File: src/rtl/touch_i2c_responder.sv
// I2C target model of a GT911-style touch controller with 16-bit register pointer.
// SCL/SDA are oversampled by clk; all state lives in the clk domain.
module touch_i2c_responder #(
  parameter logic [6:0]  DEV_ADDR    = 7'h5D,
  parameter logic [15:0] INT_PULSE   = 16'd500,
  parameter logic [15:0] STATUS_ADDR = 16'h814E,
  parameter logic [15:0] COORD_ADDR  = 16'h8150
) (
  input  logic        clk,
  input  logic        rst,
  input  logic        scl_in,
  input  logic        sda_in,
  output logic        sda_oe,
  input  logic        touch_valid,
  input  logic [11:0] touch_x,
  input  logic [11:0] touch_y,
  output logic        touch_int,
  output logic        busy
);

  typedef enum logic [3:0] {
    S_IDLE, S_ADDR, S_ADDR_ACK, S_REGH, S_REGL, S_WDATA, S_RDATA, S_MACK, S_IGNORE
  } state_t;

  localparam logic [15:0] COORD_X_HI = COORD_ADDR + 16'd1;
  localparam logic [15:0] COORD_Y_LO = COORD_ADDR + 16'd2;
  localparam logic [15:0] COORD_Y_HI = COORD_ADDR + 16'd3;

  state_t      state_q, state_d;
  logic [2:0]  scl_sync_q, scl_sync_d;
  logic [2:0]  sda_sync_q, sda_sync_d;
  logic [3:0]  bit_cnt_q, bit_cnt_d;
  logic [7:0]  shift_q, shift_d;
  logic [15:0] ptr_q, ptr_d;
  logic        sda_oe_q, sda_oe_d;
  logic        busy_q, busy_d;
  logic [7:0]  status_q, status_d;
  logic [11:0] x_q, x_d, y_q, y_d;
  logic [11:0] shadow_x_q, shadow_x_d, shadow_y_q, shadow_y_d;
  logic        pending_q, pending_d;
  logic [15:0] int_cnt_q, int_cnt_d;

  logic        scl_rise, scl_fall, start_det, stop_det, sda_bit;
  logic        addr_match, status_clr, direct_load, commit;
  logic [7:0]  rd_byte;

  assign scl_sync_d = {scl_sync_q[1:0], scl_in};
  assign sda_sync_d = {sda_sync_q[1:0], sda_in};
  assign scl_rise   = scl_sync_q[1] & ~scl_sync_q[2];
  assign scl_fall   = ~scl_sync_q[1] & scl_sync_q[2];
  assign start_det  = scl_sync_q[1] & scl_sync_q[2] & sda_sync_q[2] & ~sda_sync_q[1];
  assign stop_det   = scl_sync_q[1] & scl_sync_q[2] & ~sda_sync_q[2] & sda_sync_q[1];
  assign sda_bit    = sda_sync_q[1];
  assign addr_match = (shift_q[7:1] == DEV_ADDR);

  assign sda_oe    = sda_oe_q;
  assign busy      = busy_q;
  assign touch_int = (int_cnt_q != 16'd0);

  always_comb begin
    rd_byte = 8'h00;
    if (ptr_q == STATUS_ADDR)     rd_byte = status_q;
    else if (ptr_q == COORD_ADDR) rd_byte = x_q[7:0];
    else if (ptr_q == COORD_X_HI) rd_byte = {4'h0, x_q[11:8]};
    else if (ptr_q == COORD_Y_LO) rd_byte = y_q[7:0];
    else if (ptr_q == COORD_Y_HI) rd_byte = {4'h0, y_q[11:8]};
  end

  always_ff @(posedge clk) begin
    if (rst) begin
      state_q    <= S_IDLE;
      scl_sync_q <= 3'b111;
      sda_sync_q <= 3'b111;
      bit_cnt_q  <= 4'd0;
      shift_q    <= 8'h00;
      ptr_q      <= 16'h0000;
      sda_oe_q   <= 1'b0;
      busy_q     <= 1'b0;
      status_q   <= 8'h00;
      x_q        <= 12'h000;
      y_q        <= 12'h000;
      shadow_x_q <= 12'h000;
      shadow_y_q <= 12'h000;
      pending_q  <= 1'b0;
      int_cnt_q  <= 16'd0;
    end else begin
      state_q    <= state_d;
      scl_sync_q <= scl_sync_d;
      sda_sync_q <= sda_sync_d;
      bit_cnt_q  <= bit_cnt_d;
      shift_q    <= shift_d;
      ptr_q      <= ptr_d;
      sda_oe_q   <= sda_oe_d;
      busy_q     <= busy_d;
      status_q   <= status_d;
      x_q        <= x_d;
      y_q        <= y_d;
      shadow_x_q <= shadow_x_d;
      shadow_y_q <= shadow_y_d;
      pending_q  <= pending_d;
      int_cnt_q  <= int_cnt_d;
    end
  end

  always_comb begin
    state_d = state_q;
    if (start_det) begin
      state_d = S_ADDR;
    end else if (stop_det) begin
      state_d = S_IDLE;
    end else begin
      case (state_q)
        S_ADDR:     if (scl_fall && bit_cnt_q == 4'd8) state_d = addr_match ? S_ADDR_ACK : S_IGNORE;
        S_ADDR_ACK: if (scl_fall && bit_cnt_q == 4'd9) state_d = shift_q[0] ? S_RDATA : S_REGH;
        S_REGH:     if (scl_fall && bit_cnt_q == 4'd9) state_d = S_REGL;
        S_REGL:     if (scl_fall && bit_cnt_q == 4'd9) state_d = S_WDATA;
        S_RDATA:    if (scl_fall && bit_cnt_q == 4'd8) state_d = S_MACK;
        S_MACK: begin
          if (scl_rise && bit_cnt_q == 4'd8 && sda_bit) state_d = S_IGNORE;
          else if (scl_fall && bit_cnt_q == 4'd9)       state_d = S_RDATA;
        end
        default: state_d = state_q;
      endcase
    end
  end

  always_comb begin
    bit_cnt_d  = bit_cnt_q;
    shift_d    = shift_q;
    ptr_d      = ptr_q;
    sda_oe_d   = sda_oe_q;
    busy_d     = busy_q;
    status_d   = status_q;
    x_d        = x_q;
    y_d        = y_q;
    shadow_x_d = shadow_x_q;
    shadow_y_d = shadow_y_q;
    pending_d  = pending_q;
    int_cnt_d  = (int_cnt_q != 16'd0) ? int_cnt_q - 16'd1 : 16'd0;
    status_clr = 1'b0;

    if (start_det || stop_det) begin
      bit_cnt_d = 4'd0;
      sda_oe_d  = 1'b0;
      if (stop_det) busy_d = 1'b0;
    end else begin
      case (state_q)
        S_ADDR, S_REGH, S_REGL, S_WDATA: begin
          if (scl_rise) begin
            if (bit_cnt_q < 4'd8) begin
              shift_d   = {shift_q[6:0], sda_bit};
              bit_cnt_d = bit_cnt_q + 4'd1;
            end else if (bit_cnt_q == 4'd8) begin
              bit_cnt_d = 4'd9;
            end
          end
          if (scl_fall && bit_cnt_q == 4'd8) begin
            if (state_q == S_ADDR) begin
              sda_oe_d = addr_match;
              busy_d   = addr_match;
            end else begin
              sda_oe_d = 1'b1;
              case (state_q)
                S_REGH:  ptr_d[15:8] = shift_q;
                S_REGL:  ptr_d[7:0]  = shift_q;
                default: begin
                  status_clr = (ptr_q == STATUS_ADDR);
                  ptr_d      = ptr_q + 16'd1;
                end
              endcase
            end
          end else if (scl_fall && bit_cnt_q == 4'd9) begin
            sda_oe_d  = 1'b0;
            bit_cnt_d = 4'd0;
          end
        end
        S_ADDR_ACK: begin
          if (scl_rise) bit_cnt_d = 4'd9;
          if (scl_fall && bit_cnt_q == 4'd9) begin
            bit_cnt_d = 4'd0;
            shift_d   = rd_byte;
            sda_oe_d  = shift_q[0] & ~rd_byte[7];
          end
        end
        S_RDATA: begin
          if (scl_rise) bit_cnt_d = bit_cnt_q + 4'd1;
          if (scl_fall && bit_cnt_q == 4'd8) begin
            sda_oe_d = 1'b0;
          end else if (scl_fall && bit_cnt_q != 4'd0) begin
            shift_d  = {shift_q[6:0], 1'b0};
            sda_oe_d = ~shift_q[6];
          end
        end
        S_MACK: begin
          // Master ACK advances the pointer before the next byte is fetched.
          if (scl_rise && bit_cnt_q == 4'd8 && !sda_bit) begin
            ptr_d     = ptr_q + 16'd1;
            bit_cnt_d = 4'd9;
          end
          if (scl_fall && bit_cnt_q == 4'd9) begin
            bit_cnt_d = 4'd0;
            shift_d   = rd_byte;
            sda_oe_d  = ~rd_byte[7];
          end
        end
        default: sda_oe_d = 1'b0;
      endcase
    end

    // A touch arriving on the STOP cycle goes straight to the live registers.
    direct_load = touch_valid & (~busy_q | stop_det);
    commit      = stop_det & pending_q & ~touch_valid;
    if (status_clr) status_d = 8'h00;
    if (direct_load) begin
      x_d       = touch_x;
      y_d       = touch_y;
      status_d  = 8'h81;
      int_cnt_d = INT_PULSE;
      pending_d = 1'b0;
    end else if (touch_valid) begin
      shadow_x_d = touch_x;
      shadow_y_d = touch_y;
      pending_d  = 1'b1;
    end else if (commit) begin
      x_d       = shadow_x_q;
      y_d       = shadow_y_q;
      status_d  = 8'h81;
      int_cnt_d = INT_PULSE;
      pending_d = 1'b0;
    end
  end

endmodule
File: config.mk
export PLATFORM = sky130hd
export DESIGN_NAME = touch_i2c_responder
export DESIGN_NICKNAME = d
export VERILOG_FILES = /design/src/rtl/touch_i2c_responder.sv
export SDC_FILE = /design/constraint.sdc
export NUM_CORES = 1
export LEC_CHECK = 0
export ABC_AREA = 1
export CAP_MARGIN = 20
export CORE_ASPECT_RATIO = 1.5
export CORE_MARGIN = 3
export CORE_UTILIZATION = 50
export CTS_CLUSTER_DIAMETER = 40
export DETAILED_ROUTE_END_ITERATION = 10
export MAX_ROUTING_LAYER = met4
export PLACE_DENSITY = 0.71
export SLEW_MARGIN = 30
export SYNTH_ARGS = -nofsm -noshare
export SYNTH_HDL_FRONTEND = slang
export SYNTH_SLANG_ARGS = --single-unit
File: constraint.sdc
create_clock -name clk -period 1.75 [get_ports clk]
set_clock_uncertainty 0.15 [all_clocks]
set_input_delay 0.175 -clock clk [delete_from_list [all_inputs] [get_ports clk]]
set_output_delay 0.175 -clock clk [all_outputs]
set_load 0.01 [all_outputs]
==> summary.txt, run 1 <==
Synthesis
  • Sequential fraction of the synthesis area: 36.29%
  • Synth Area per Inst: 6.926 sq um
  • Most frequent cell after synthesis: nand2_1
  • Share of the synthesized area in the top cell type: 36.29%
  • Yosys warnings: 0
  • FF+latch count, synth: 113
  • Mapped Area: 6233 sq um
  • Largest cells by area after synthesis: dfxtp_1, nand2_1, a21oi_1
  • Area leader, netlist: dfxtp_1
  • Post-synth EDFFs: 0
  • Mapped Nets: 938
  • Netlist cell types: 38
  • Mapped Cells: 900
  • Top post-synthesis cells by count: nand2_1, nor2_1, dfxtp_1
  • Async set-reset flop share out of synthesis: 0%
  • Synth Flop Type: dfxtp_1

Outcome
  • Failing checks: setup timing
  • Status: finished, violations left

Die
  • Die height: 142.8 um
  • CORE AREA: 12080 sq um
  • Die area: 13870 sq um
  • Die width: 97.17 um
  • FP Rows: 49
  • Starting Density: 51.61%
  • Boundary pin count: 32

Placed design
  • Routability congestion estimate: 0.9562
  • IO buf count: 31
  • Hpwl dp: 11.11 mm

GRT
  • Vias in the first global route: 6495
  • Gr usage total: 26.03%
  • First-pass GRT wire length: 28.95 mm
  • Grt total ovfl: 0
  • Initial antenna violation count: 0
  • Largest net degree at the start of global routing: 49

Clock network
  • CTS max path bufs: 2
  • Latest clock arrival within the worst-skew pair: 430 ps
  • CTS tree: done
  • CTS root buf: clkbuf_16
  • Clk sinks: 113
  • Clk slew on worst S/H paths: 60 ps
  • CTS Buf Count: 17
  • Cts-stage hold buffer count: 0
  • Depth of the CTS H-tree: 4

Run
  • Max_cap viols: 0

Worst setup path
  • CP Launch Type: register
  • Critical Path RT: 1960 ps
  • Crit Path Category: register to register
  • Worst Path Max Fanout: 7
  • WP data arrival: 2170 ps
  • Crit. End Element: register
  • Worst R2R Setup Slack: -210 ps

Power and ir drop
  • Total power draw: 7.429 mW
  • PwrDens: 763.1 nW/um^2
  • Lkg Pwr: 3.989 nW
  • Max VDD drop: 0.0008215 V

Drt
  • Initial drt markers: 542
  • Via Count: 7443
  • Vias/cell: 5.988
  • Routed Antenna Nets: 0
  • Drt total wl: 23.76 mm
  • Drc violations: 0
  • WL/cell: 19.11 um
  • Initial DRT Pass Iterations: 5

STA
  • Slew @ Worst Pin: 529.3 ps
  • # setup viols final: 66
  • Fin crit period: 1961 ps
  • Final Max Tran Viols: 0
  • Final hold viol count: 0
  • Hold WS: 20.16 ps
  • Slew headroom: 64.71%
  • Post-Route Setup TNS: -5099 ps
  • RSZ-0062 raised after global routing: yes
  • FMAX: 510.0 MHz
  • Fin crit share: 112.1%
  • Setup WS post-layout: -210.9 ps

Cells and area
  • Fillcell total: 616
  • Area grow syn2layout: 56.18%
  • Fin util: 80.61%
  • Number of diodes: 0
  • Layout Nets: 1115
  • Share of cells above drive strength 1: 44.31%

Min path
  • Hold Path Class: primary input to register
## worst max-delay path: stages (launching register included)
cell,delay [ps]
dfxtp_2,360
inv_1,90
nand2_4,130
nor2_4,60
inv_1,120
nand2_4,100
nand2_4,100
nand2_2,50
inv_2,70
nand4_4,150
clkbuf_16,210
nand2_2,60
nand2_1,60
a21oi_1,170
## state kept, by name, indices dropped and copies added (netlist names)
name        flops
int_cnt_q      16
ptr_q          16
shadow_x_q     12
shadow_y_q     12
x_q            12
y_q            12
shift_q         8
status_q        8
bit_cnt_q       4
state_q         4
scl_sync_q      3
sda_sync_q      3
busy            1
pending_q       1
sda_oe          1
## power breakdown
| group | switching (mW) | total (mW) | internal (mW) |
|---|---|---|---|
| clock network | 1.41 | 3.51 | 2.10 |
| logic | 0.655 | 1.18 | 0.527 |
| registers | 0.0741 | 2.74 | 2.66 |
| total | 2.14 | 7.43 | 5.29 |
## final cells by class
class | count | area (sq um) | area share [%]
inverter | 125 | 510.5 | 5.244
multi-input combinational | 630 | 4309 | 44.26
clock buffer | 17 | 425.4 | 4.370
clock inverter | 15 | 158.9 | 1.632
timing repair buffer | 190 | 1842 | 18.92
sequential | 113 | 2298 | 23.61
tap | 153 | 191.4 | 1.966
## per-stage QoR
step / std cells / cell area (sq um) / setup slack, ps
2_1_floorplan: 900 / 6240 / 0.2117
3_3_place_gp: 1164 / 7441 / -138.3
3_5_place_dp: 1164 / 7441 / -109.4
4_1_cts: 1219 / 8573 / -67.77
5_1_grt: 1243 / 9736 / -320.8
6_report: 1243 / 9736 / -210.9
## cells by family after synthesis
logic type               share of synthesized area [%]
adder cells (fa/ha/maj)                          1.807
AND/OR/NAND/NOR                                  27.94
buffers and inverters                            10.90
AO/OA/AOI/OAI                                    20.81
flip-flops                                       36.29
XOR/XNOR                                         2.248
## final timing paths
check                                from                       to  depth (start not counted)
hold reg to reg   int_cnt_q[0]$_SDFF_PP0_  int_cnt_q[0]$_SDFF_PP0_                          1
setup reg to reg  state_q[3]$_SDFFE_PP0P_  shift_q[5]$_SDFFE_PP0P_                         13
setup / recovery  state_q[3]$_SDFFE_PP0P_  shift_q[5]$_SDFFE_PP0P_                         13
hold / removal                        rst   ptr_q[12]$_SDFFE_PP0P_                          3
## routing by layer
metal / global-route usage [%] / share of wire (%) / up-vias
met4: 11.61 / 6.5 / 0
li1: - / - / 3311
met5: - / 0 / -
met1: 26.07 / 34 / 3526
met2: 48.91 / 53 / 443
met3: 4.741 / 6.2 / 163
## cell usage in the layout, fill, tap and decap left out, drive strengths merged, types with 2 or more instances in the layout
master,instances
clkinv,7
nand3,51
buf,153
bufinv,2
or2,5
a211oi,25
xor2,12
clkdlybuf4s50,28
ha,9
clkinvlp,7
nor3,17
o211ai,2
a21oi,101
o21ai,81
xnor2,4
nand4,11
clkbuf,25
nand2,167
nor3b,6
a31oi,4
dfxtp,113
inv,124
nor2,128
o22ai,4
## what timing repair did
item,4_1_cts,5_1_grt
buffers inserted,17,20
cloned,6,9
resized for setup,113,273
hold endpoints to repair,0,0
endpoints found under the setup margin,70,106
pin swaps,15,74
No activity file was read; power rests on OpenSTA's default activity.
==> run 2, diff against run 1 <==
--- a/config.mk
+++ b/config.mk
@@ -12,6 +12,7 @@
 export CORE_UTILIZATION = 50
 export CTS_CLUSTER_DIAMETER = 40
 export DETAILED_ROUTE_END_ITERATION = 10
+export HOLD_SLACK_MARGIN = 0.03
 export MAX_ROUTING_LAYER = met4
 export PLACE_DENSITY = 0.71
 export SLEW_MARGIN = 30
==> results of run 2 <==
Same layout as run 1: the final DEF is identical, and so are final timing and power.
